$ cat config.mk
export PLATFORM = sky130hd
export DESIGN_NAME = board_io_ctrl_flat
export DESIGN_NICKNAME = d
export VERILOG_FILES = /design/src/rtl/board_io_ctrl_if.sv /design/src/rtl/board_io_ctrl.sv /design/src/flat_wrapper.sv
export SDC_FILE = /design/constraint.sdc
export NUM_CORES = 1
export LEC_CHECK = 0
export BUFFER_PORTS_ARGS = -buffer_cell sky130_fd_sc_hd__buf_4
export CORE_ASPECT_RATIO = 2
export CORE_MARGIN = 3
export CORE_UTILIZATION = 50
export CTS_CLUSTER_DIAMETER = 40
export DETAILED_ROUTE_END_ITERATION = 12
export PLACE_DENSITY = 0.64
export SLEW_MARGIN = 20
export SYNTH_ARGS = -nofsm -noshare
export SYNTH_HDL_FRONTEND = slang
export SYNTH_SLANG_ARGS = --single-unit
$ cat constraint.sdc
create_clock -name clk0 -period 18.32 [get_ports clk0]
set_input_delay 3.664 -clock clk0 [delete_from_list [all_inputs] [get_ports clk0]]
set_output_delay 3.664 -clock clk0 [all_outputs]
set_load 0.01 [all_outputs]
$ cat src/rtl/board_io_ctrl_if.sv
// Pin-side and core-side signal bundle of the board I/O front-end.
// master: board/stimulus side driving raw pins; slave: board_io_ctrl itself.
interface board_io_ctrl_if #(
    parameter int unsigned SW_W  = 16,
    parameter int unsigned NBTN  = 2,
    parameter int unsigned CNT_W = 32
);
    logic [SW_W-1:0]  sw_raw;
    logic [NBTN-1:0]  btn_raw;
    logic [SW_W-1:0]  sw_clean;
    logic [NBTN-1:0]  btn_level;
    logic [NBTN-1:0]  btn_press;
    logic             en0;
    logic             running;
    logic [CNT_W-1:0] en_count;

    modport master (
        output sw_raw, btn_raw,
        input  sw_clean, btn_level, btn_press, en0, running, en_count
    );

    modport slave (
        input  sw_raw, btn_raw,
        output sw_clean, btn_level, btn_press, en0, running, en_count
    );
endinterface

$ cat src/rtl/board_io_ctrl.sv
// Board I/O front-end: synchronise/debounce buttons and switches, derive press
// pulses, and run the run/halt/single-step FSM that gates the processor enable.
module board_io_ctrl #(
    parameter int unsigned SW_W        = 16,
    parameter int unsigned NBTN        = 2,
    parameter int unsigned SYNC_STAGES = 2,
    parameter int unsigned DEB_CYCLES  = 1000000,
    parameter int unsigned SW_DEBOUNCE = 1,
    parameter int unsigned CNT_W       = 32
) (
    input logic clk0,
    input logic rst0,
    board_io_ctrl_if.slave io
);
    localparam int unsigned NIN  = SW_W + NBTN;
    localparam int unsigned NDEB = (SW_DEBOUNCE != 0) ? NIN : NBTN;
    localparam int unsigned CW   = (DEB_CYCLES > 1) ? $clog2(DEB_CYCLES) : 1;
    localparam logic [CW-1:0] CMAX = CW'(DEB_CYCLES - 1);

    typedef enum logic [1:0] {
        HALT = 2'd0,
        STEP = 2'd1,
        RUN  = 2'd2
    } state_t;

    logic [SYNC_STAGES-1:0][NIN-1:0] sync_q;
    logic [NIN-1:0]                  s;
    logic [NDEB-1:0]                 deb_q;
    logic [NDEB-1:0][CW-1:0]         cnt_q;
    logic [NBTN-1:0]                 btn_lvl;
    logic [NBTN-1:0]                 lvl_d;
    logic [NBTN-1:0]                 press_q;
    state_t                          state_q, state_d;
    logic                            en;
    logic                            run;
    logic [CNT_W-1:0]                count_q;

    // Buttons occupy the low bits so they are always inside the debounced range.
    always_ff @(posedge clk0 or posedge rst0) begin
        if (rst0) begin
            sync_q <= '0;
        end else begin
            sync_q <= {sync_q[SYNC_STAGES-2:0], {io.sw_raw, io.btn_raw}};
        end
    end

    assign s = sync_q[SYNC_STAGES-1];

    always_ff @(posedge clk0 or posedge rst0) begin
        if (rst0) begin
            deb_q <= '0;
            cnt_q <= '0;
        end else begin
            for (int unsigned i = 0; i < NDEB; i++) begin
                if (s[i] == deb_q[i]) begin
                    cnt_q[i] <= '0;
                end else if (cnt_q[i] == CMAX) begin
                    deb_q[i] <= s[i];
                    cnt_q[i] <= '0;
                end else begin
                    cnt_q[i] <= cnt_q[i] + 1'b1;
                end
            end
        end
    end

    assign btn_lvl = deb_q[NBTN-1:0];

    if (SW_DEBOUNCE != 0) begin : g_sw_deb
        assign io.sw_clean = deb_q[NIN-1:NBTN];
    end else begin : g_sw_sync
        assign io.sw_clean = s[NIN-1:NBTN];
    end

    always_ff @(posedge clk0 or posedge rst0) begin
        if (rst0) begin
            lvl_d   <= '0;
            press_q <= '0;
        end else begin
            lvl_d   <= btn_lvl;
            press_q <= btn_lvl & ~lvl_d;
        end
    end

    always_ff @(posedge clk0 or posedge rst0) begin
        if (rst0) begin
            state_q <= HALT;
        end else begin
            state_q <= state_d;
        end
    end

    // Run/halt toggle takes priority over a step press arriving in the same cycle.
    always_comb begin
        state_d = state_q;
        en      = 1'b0;
        run     = 1'b0;
        unique case (state_q)
            HALT: begin
                if (press_q[0]) begin
                    state_d = RUN;
                end else if (press_q[1]) begin
                    state_d = STEP;
                end
            end
            STEP: begin
                state_d = HALT;
                en      = 1'b1;
            end
            RUN: begin
                if (press_q[0]) begin
                    state_d = HALT;
                end
                en  = 1'b1;
                run = 1'b1;
            end
            default: state_d = HALT;
        endcase
    end

    always_ff @(posedge clk0 or posedge rst0) begin
        if (rst0) begin
            count_q <= '0;
        end else if (en) begin
            count_q <= count_q + 1'b1;
        end
    end

    assign io.btn_level = btn_lvl;
    assign io.btn_press = press_q;
    assign io.en0       = en;
    assign io.running   = run;
    assign io.en_count  = count_q;
endmodule

$ cat src/flat_wrapper.sv
// flat-port wrapper written by rule: the top's interface ports become plain ports
module board_io_ctrl_flat 
#(
    parameter int unsigned SW_W        = 16,
    parameter int unsigned NBTN        = 2,
    parameter int unsigned SYNC_STAGES = 2,
    parameter int unsigned DEB_CYCLES  = 1000000,
    parameter int unsigned SW_DEBOUNCE = 1,
    parameter int unsigned CNT_W       = 32
)
  (clk0, rst0, io_sw_raw, io_btn_raw, io_sw_clean, io_btn_level, io_btn_press, io_en0, io_running, io_en_count);
  board_io_ctrl_if #(.SW_W(SW_W), .NBTN(NBTN), .CNT_W(CNT_W)) io_i ();
  input logic clk0;
  input logic rst0;
  input wire logic [$bits(io_i.sw_raw)-1:0] io_sw_raw;
  input wire logic [$bits(io_i.btn_raw)-1:0] io_btn_raw;
  output wire logic [$bits(io_i.sw_clean)-1:0] io_sw_clean;
  output wire logic [$bits(io_i.btn_level)-1:0] io_btn_level;
  output wire logic [$bits(io_i.btn_press)-1:0] io_btn_press;
  output wire logic [$bits(io_i.en0)-1:0] io_en0;
  output wire logic [$bits(io_i.running)-1:0] io_running;
  output wire logic [$bits(io_i.en_count)-1:0] io_en_count;
  assign io_i.sw_raw = io_sw_raw;
  assign io_i.btn_raw = io_btn_raw;
  assign io_sw_clean = io_i.sw_clean;
  assign io_btn_level = io_i.btn_level;
  assign io_btn_press = io_i.btn_press;
  assign io_en0 = io_i.en0;
  assign io_running = io_i.running;
  assign io_en_count = io_i.en_count;
  board_io_ctrl #(.SW_W(SW_W), .NBTN(NBTN), .SYNC_STAGES(SYNC_STAGES), .DEB_CYCLES(DEB_CYCLES), .SW_DEBOUNCE(SW_DEBOUNCE), .CNT_W(CNT_W)) u_core (.clk0(clk0), .rst0(rst0), .io(io_i));
endmodule
==> results by group <==
Timing
  – Skew final: 24.8 ps
  – Final hold slack: 349 ps
  – Final Hold Fails: 0
  – Max_slew headroom: 0.378
  – Fmax: 175 MHz
  – Final period util: 0.311
  – Setup TNS: 0 ps
  – Worst Tran Pin Value: 930 ps
  – RSZ-0062 raised after global routing: false
  – Final setup violation count: 0
  – Setup slack after layout: approximately 13000 ps
  – Number of max-slew violations in the final report: 0
  – Min Tclk post-route: between 5000 and 6000 ps

Floorplan
  – Full die area: approximately 46000 um^2
  – Overall die height: 299 um
  – # rows: 106
  – Die width: 153 um
  – Starting Density: 0.509
  – Core ar.: 42200 um^2
  – IO Pins: 74

Routing
  – Iter 0 DRT Violations: 668
  – DR pass1 iterations: 5
  – Post-route ant nets: 0
  – Vias/cell: 5.72
  – Wire per inst: 15.3 um
  – Routed wire length: approximately 43000 um
  – # DRC: 0
  – Vias: 15900

Min path
  – Hold Crit Class: reg -> reg
  – Hold-critical path depth: 0
  – Hold endpoint: u_core.s[10]
  – Min-delay src: u_core.sync_q[10]

Placed design
  – DP HPWL: slightly below 30000 um
  – Pre-CTS setup slack: 11930 ps
  – DP Cell Count: between 2000 and 3000
  – Routability Congestion: 0.816
  – Number of I/O port buffers: 73
  – Placed Instance Area: 22600 um^2

Setup path
  – Critical path required time: 18940 ps
  – Crit-path max cell delay: 810 ps
  – CP cell instances: buf_4, inv_8, buf_4, buf_12, buf_16
  – CP max-delay cell: buf_4
  – Critical path endpoint category: asynchronous set/reset pin
  – CP Class: in -> async
  – R2r setup slk: 15870 ps
  – Reg2Reg Depth: 6
  – Startpoint types: primary input
  – CP max FO: 141
  – R2R Path Start: u_core.state_q[1]
  – Timing startpoint of the critical path: rst0
  – CP dominant cell by count: buf_4
  – Crit path DAT: 6320 ps
  – FF-to-FF End: u_core.io.en_count[18]

Final layout
  – Fin cells: between 2000 and 3000
  – Nets: 2249
  – Cell area after layout: 24300 um^2
  – Layout cells sized above 1: 0.106
  – FILL cells: ~3700
  – N_diodes: 0
  – Area Growth Syn to Fin: 13.0%
  – Final Core Density: 0.575

Synthesis
  – Top cell type's share of synthesized area: 0.527
  – Ranking of synthesized cells by area: dfrtp_1 (53%), xnor2_1 (7.2%), nor2_1 (5.1%)
  – Synth area leader: dfrtp_1
  – Register area share after synthesis: 0.527
  – Cell area after synthesis: 21500 um^2
  – Syn Area/Cell: about 10 um^2
  – Synth Instances: 2117
  – Main synth FF type: dfrtp_1
  – Async set-reset flop share out of synthesis: 1.00
  – Syn Nets: 2158
  – Flip-flop and latch count after synthesis: ~450
  – Cell variety after synth: 53
  – Number of synthesized flops with an enable pin: 0
  – Yosys warns: 0

CTS
  – H-tree levels: 2
  – Cts hold-fix bufs: 0
  – Clk root buf: clkbuf_16
  – CTS tree: done
  – CTS sink cnt: 452
  – Clock buffer count from CTS: 46
  – Clk pin slew, worst setup/hold paths: 60 ps
  – Longest Clk Path Bufs: 3
  – Worst-Skew Late Latency: 560 ps
  – Post-CTS sizing: 0
  – Post-CTS setup buffer count: 0

GRT
  – Largest net degree at the start of global routing: 188
  – Initial antenna violation count: 0
  – Vias in the first global route: 16400
  – First-pass GRT wire length: roughly 75000 um
  – GRT Total Usage: 0.188
  – Overflow after GRT: 0

Power and ir drop
  – Pwr dens: between 80 and 90 nW/um^2
  – VDD IR max: about 110 uV
  – Total power: 2.06 mW
  – Leak: 9.89 nW

Flow run
  – Max Cap Viol: 0

Run status
  – Status: complete, no violations
## critical path: cells and delay by family
kind | cells | cell delay [ps]
buffers and inverters | 5 | 2400
## Yosys cell counts, types with 2 or more instances
| master | instances |
|---|---|
| or4b_1 | 7 |
| mux2_2 | 19 |
| o31ai_1 | 28 |
| nand4b_1 | 14 |
| a31o_2 | 7 |
| nand2_1 | 111 |
| ha_1 | 21 |
| or4_1 | 40 |
| nand4_2 | 4 |
| o31ai_2 | 5 |
| nor3_1 | 66 |
| buf_1 | 3 |
| o41ai_1 | 2 |
| and2_1 | 24 |
| nand2b_1 | 2 |
| nor4_1 | 63 |
| clkbuf_1 | 24 |
| or2_2 | 7 |
| or4b_2 | 6 |
| nor4b_1 | 13 |
| xnor2_1 | 176 |
| nor2_1 | 291 |
| o31ai_4 | 6 |
| a21oi_1 | 90 |
| buf_2 | 10 |
| nand3_1 | 127 |
| nor3b_1 | 3 |
| clkbuf_2 | 2 |
| buf_4 | 5 |
| dfrtp_1 | 452 |
| and3_1 | 44 |
| mux2i_1 | 2 |
| nand4_1 | 120 |
| nor4bb_1 | 4 |
| or4_4 | 2 |
| inv_1 | 76 |
| xor2_1 | 106 |
| and4_1 | 21 |
| nor2b_1 | 4 |
| or3_1 | 46 |
| o21ai_0 | 52 |
## worst max-delay path by stage
stage	end	slack [ps]	cells after the start
2_1_floorplan	u_core.cnt_q[0]	2060	1
3_3_place_gp	u_core.cnt_q[145]	11980	4
3_5_place_dp	u_core.cnt_q[140]	11930	4
4_1_cts	u_core.io.en_count[27]	12550	4
5_1_grt	u_core.io.en_count[3]	12220	5
6_report	u_core.cnt_q[97]	12620	5
## area by class of cell
class | count | area, um^2 | share of cell area
clock buffer | 58 | 1340 | 0.0552
clock inverter | 27 | 265 | 0.0109
inverter | 76 | 293 | 0.0121
multi-input combinational | 1544 | 9690 | 0.399
sequential | 452 | 11300 | 0.466
tap | 540 | 676 | 0.0278
timing repair buffer | 88 | 693 | 0.0286
## placed cells by master (no fill, tap or decap), drive strengths merged, types with 3 or more instances in the layout
master    instances
a21oi            91
a31o              7
and2             24
and3             44
and4             21
buf              88
clkbuf           58
clkinv           11
clkinvlp          5
dfrtp           452
ha               21
inv              85
mux2             19
nand2           111
nand3           129
nand4           124
nand4b           14
nor2            291
nor2b             4
nor3             66
nor3b             3
nor4             64
nor4b            13
nor4bb            4
o21ai            55
o31ai            39
or2               7
or3              46
or4              42
or4b             13
xnor2           176
xor2            106
## cells by family after synthesis
kind of cell             share of synthesized area
XOR/XNOR                                     0.115
AND/OR/NAND/NOR                              0.254
multiplexers                                0.0109
flip-flops                                   0.527
adder cells (fa/ha/maj)                     0.0122
AO/OA/AOI/OAI                               0.0584
buffers and inverters                       0.0231
## report_power, final
| group | switching, mW | internal [mW] |
|---|---|---|
| Clock | 0.415 | 0.558 |
| Combinational | 0.0428 | 0.0173 |
| Sequential | 0.0137 | 1.01 |
| Total | 0.472 | 1.59 |
## metal layers
layer  up-vias  wire length [um]  global-route usage
met5         -                 0                   0
met4         0              1180              0.0652
met3        78              1140              0.0228
met2       185             23300               0.361
met1      7946             17100               0.212
li1       7717                 -                   -
## sequential cells by signal (all words and copies together), names as in the netlist
register	count
u_core.io.btn_press	2
u_core.s	18
u_core.io.en_count	32
u_core.cnt_q	360
u_core.deb_q	18
u_core.sync_q	18
u_core.state_q	2
u_core.lvl_d	2
No activity file was read; power rests on OpenSTA's default activity.
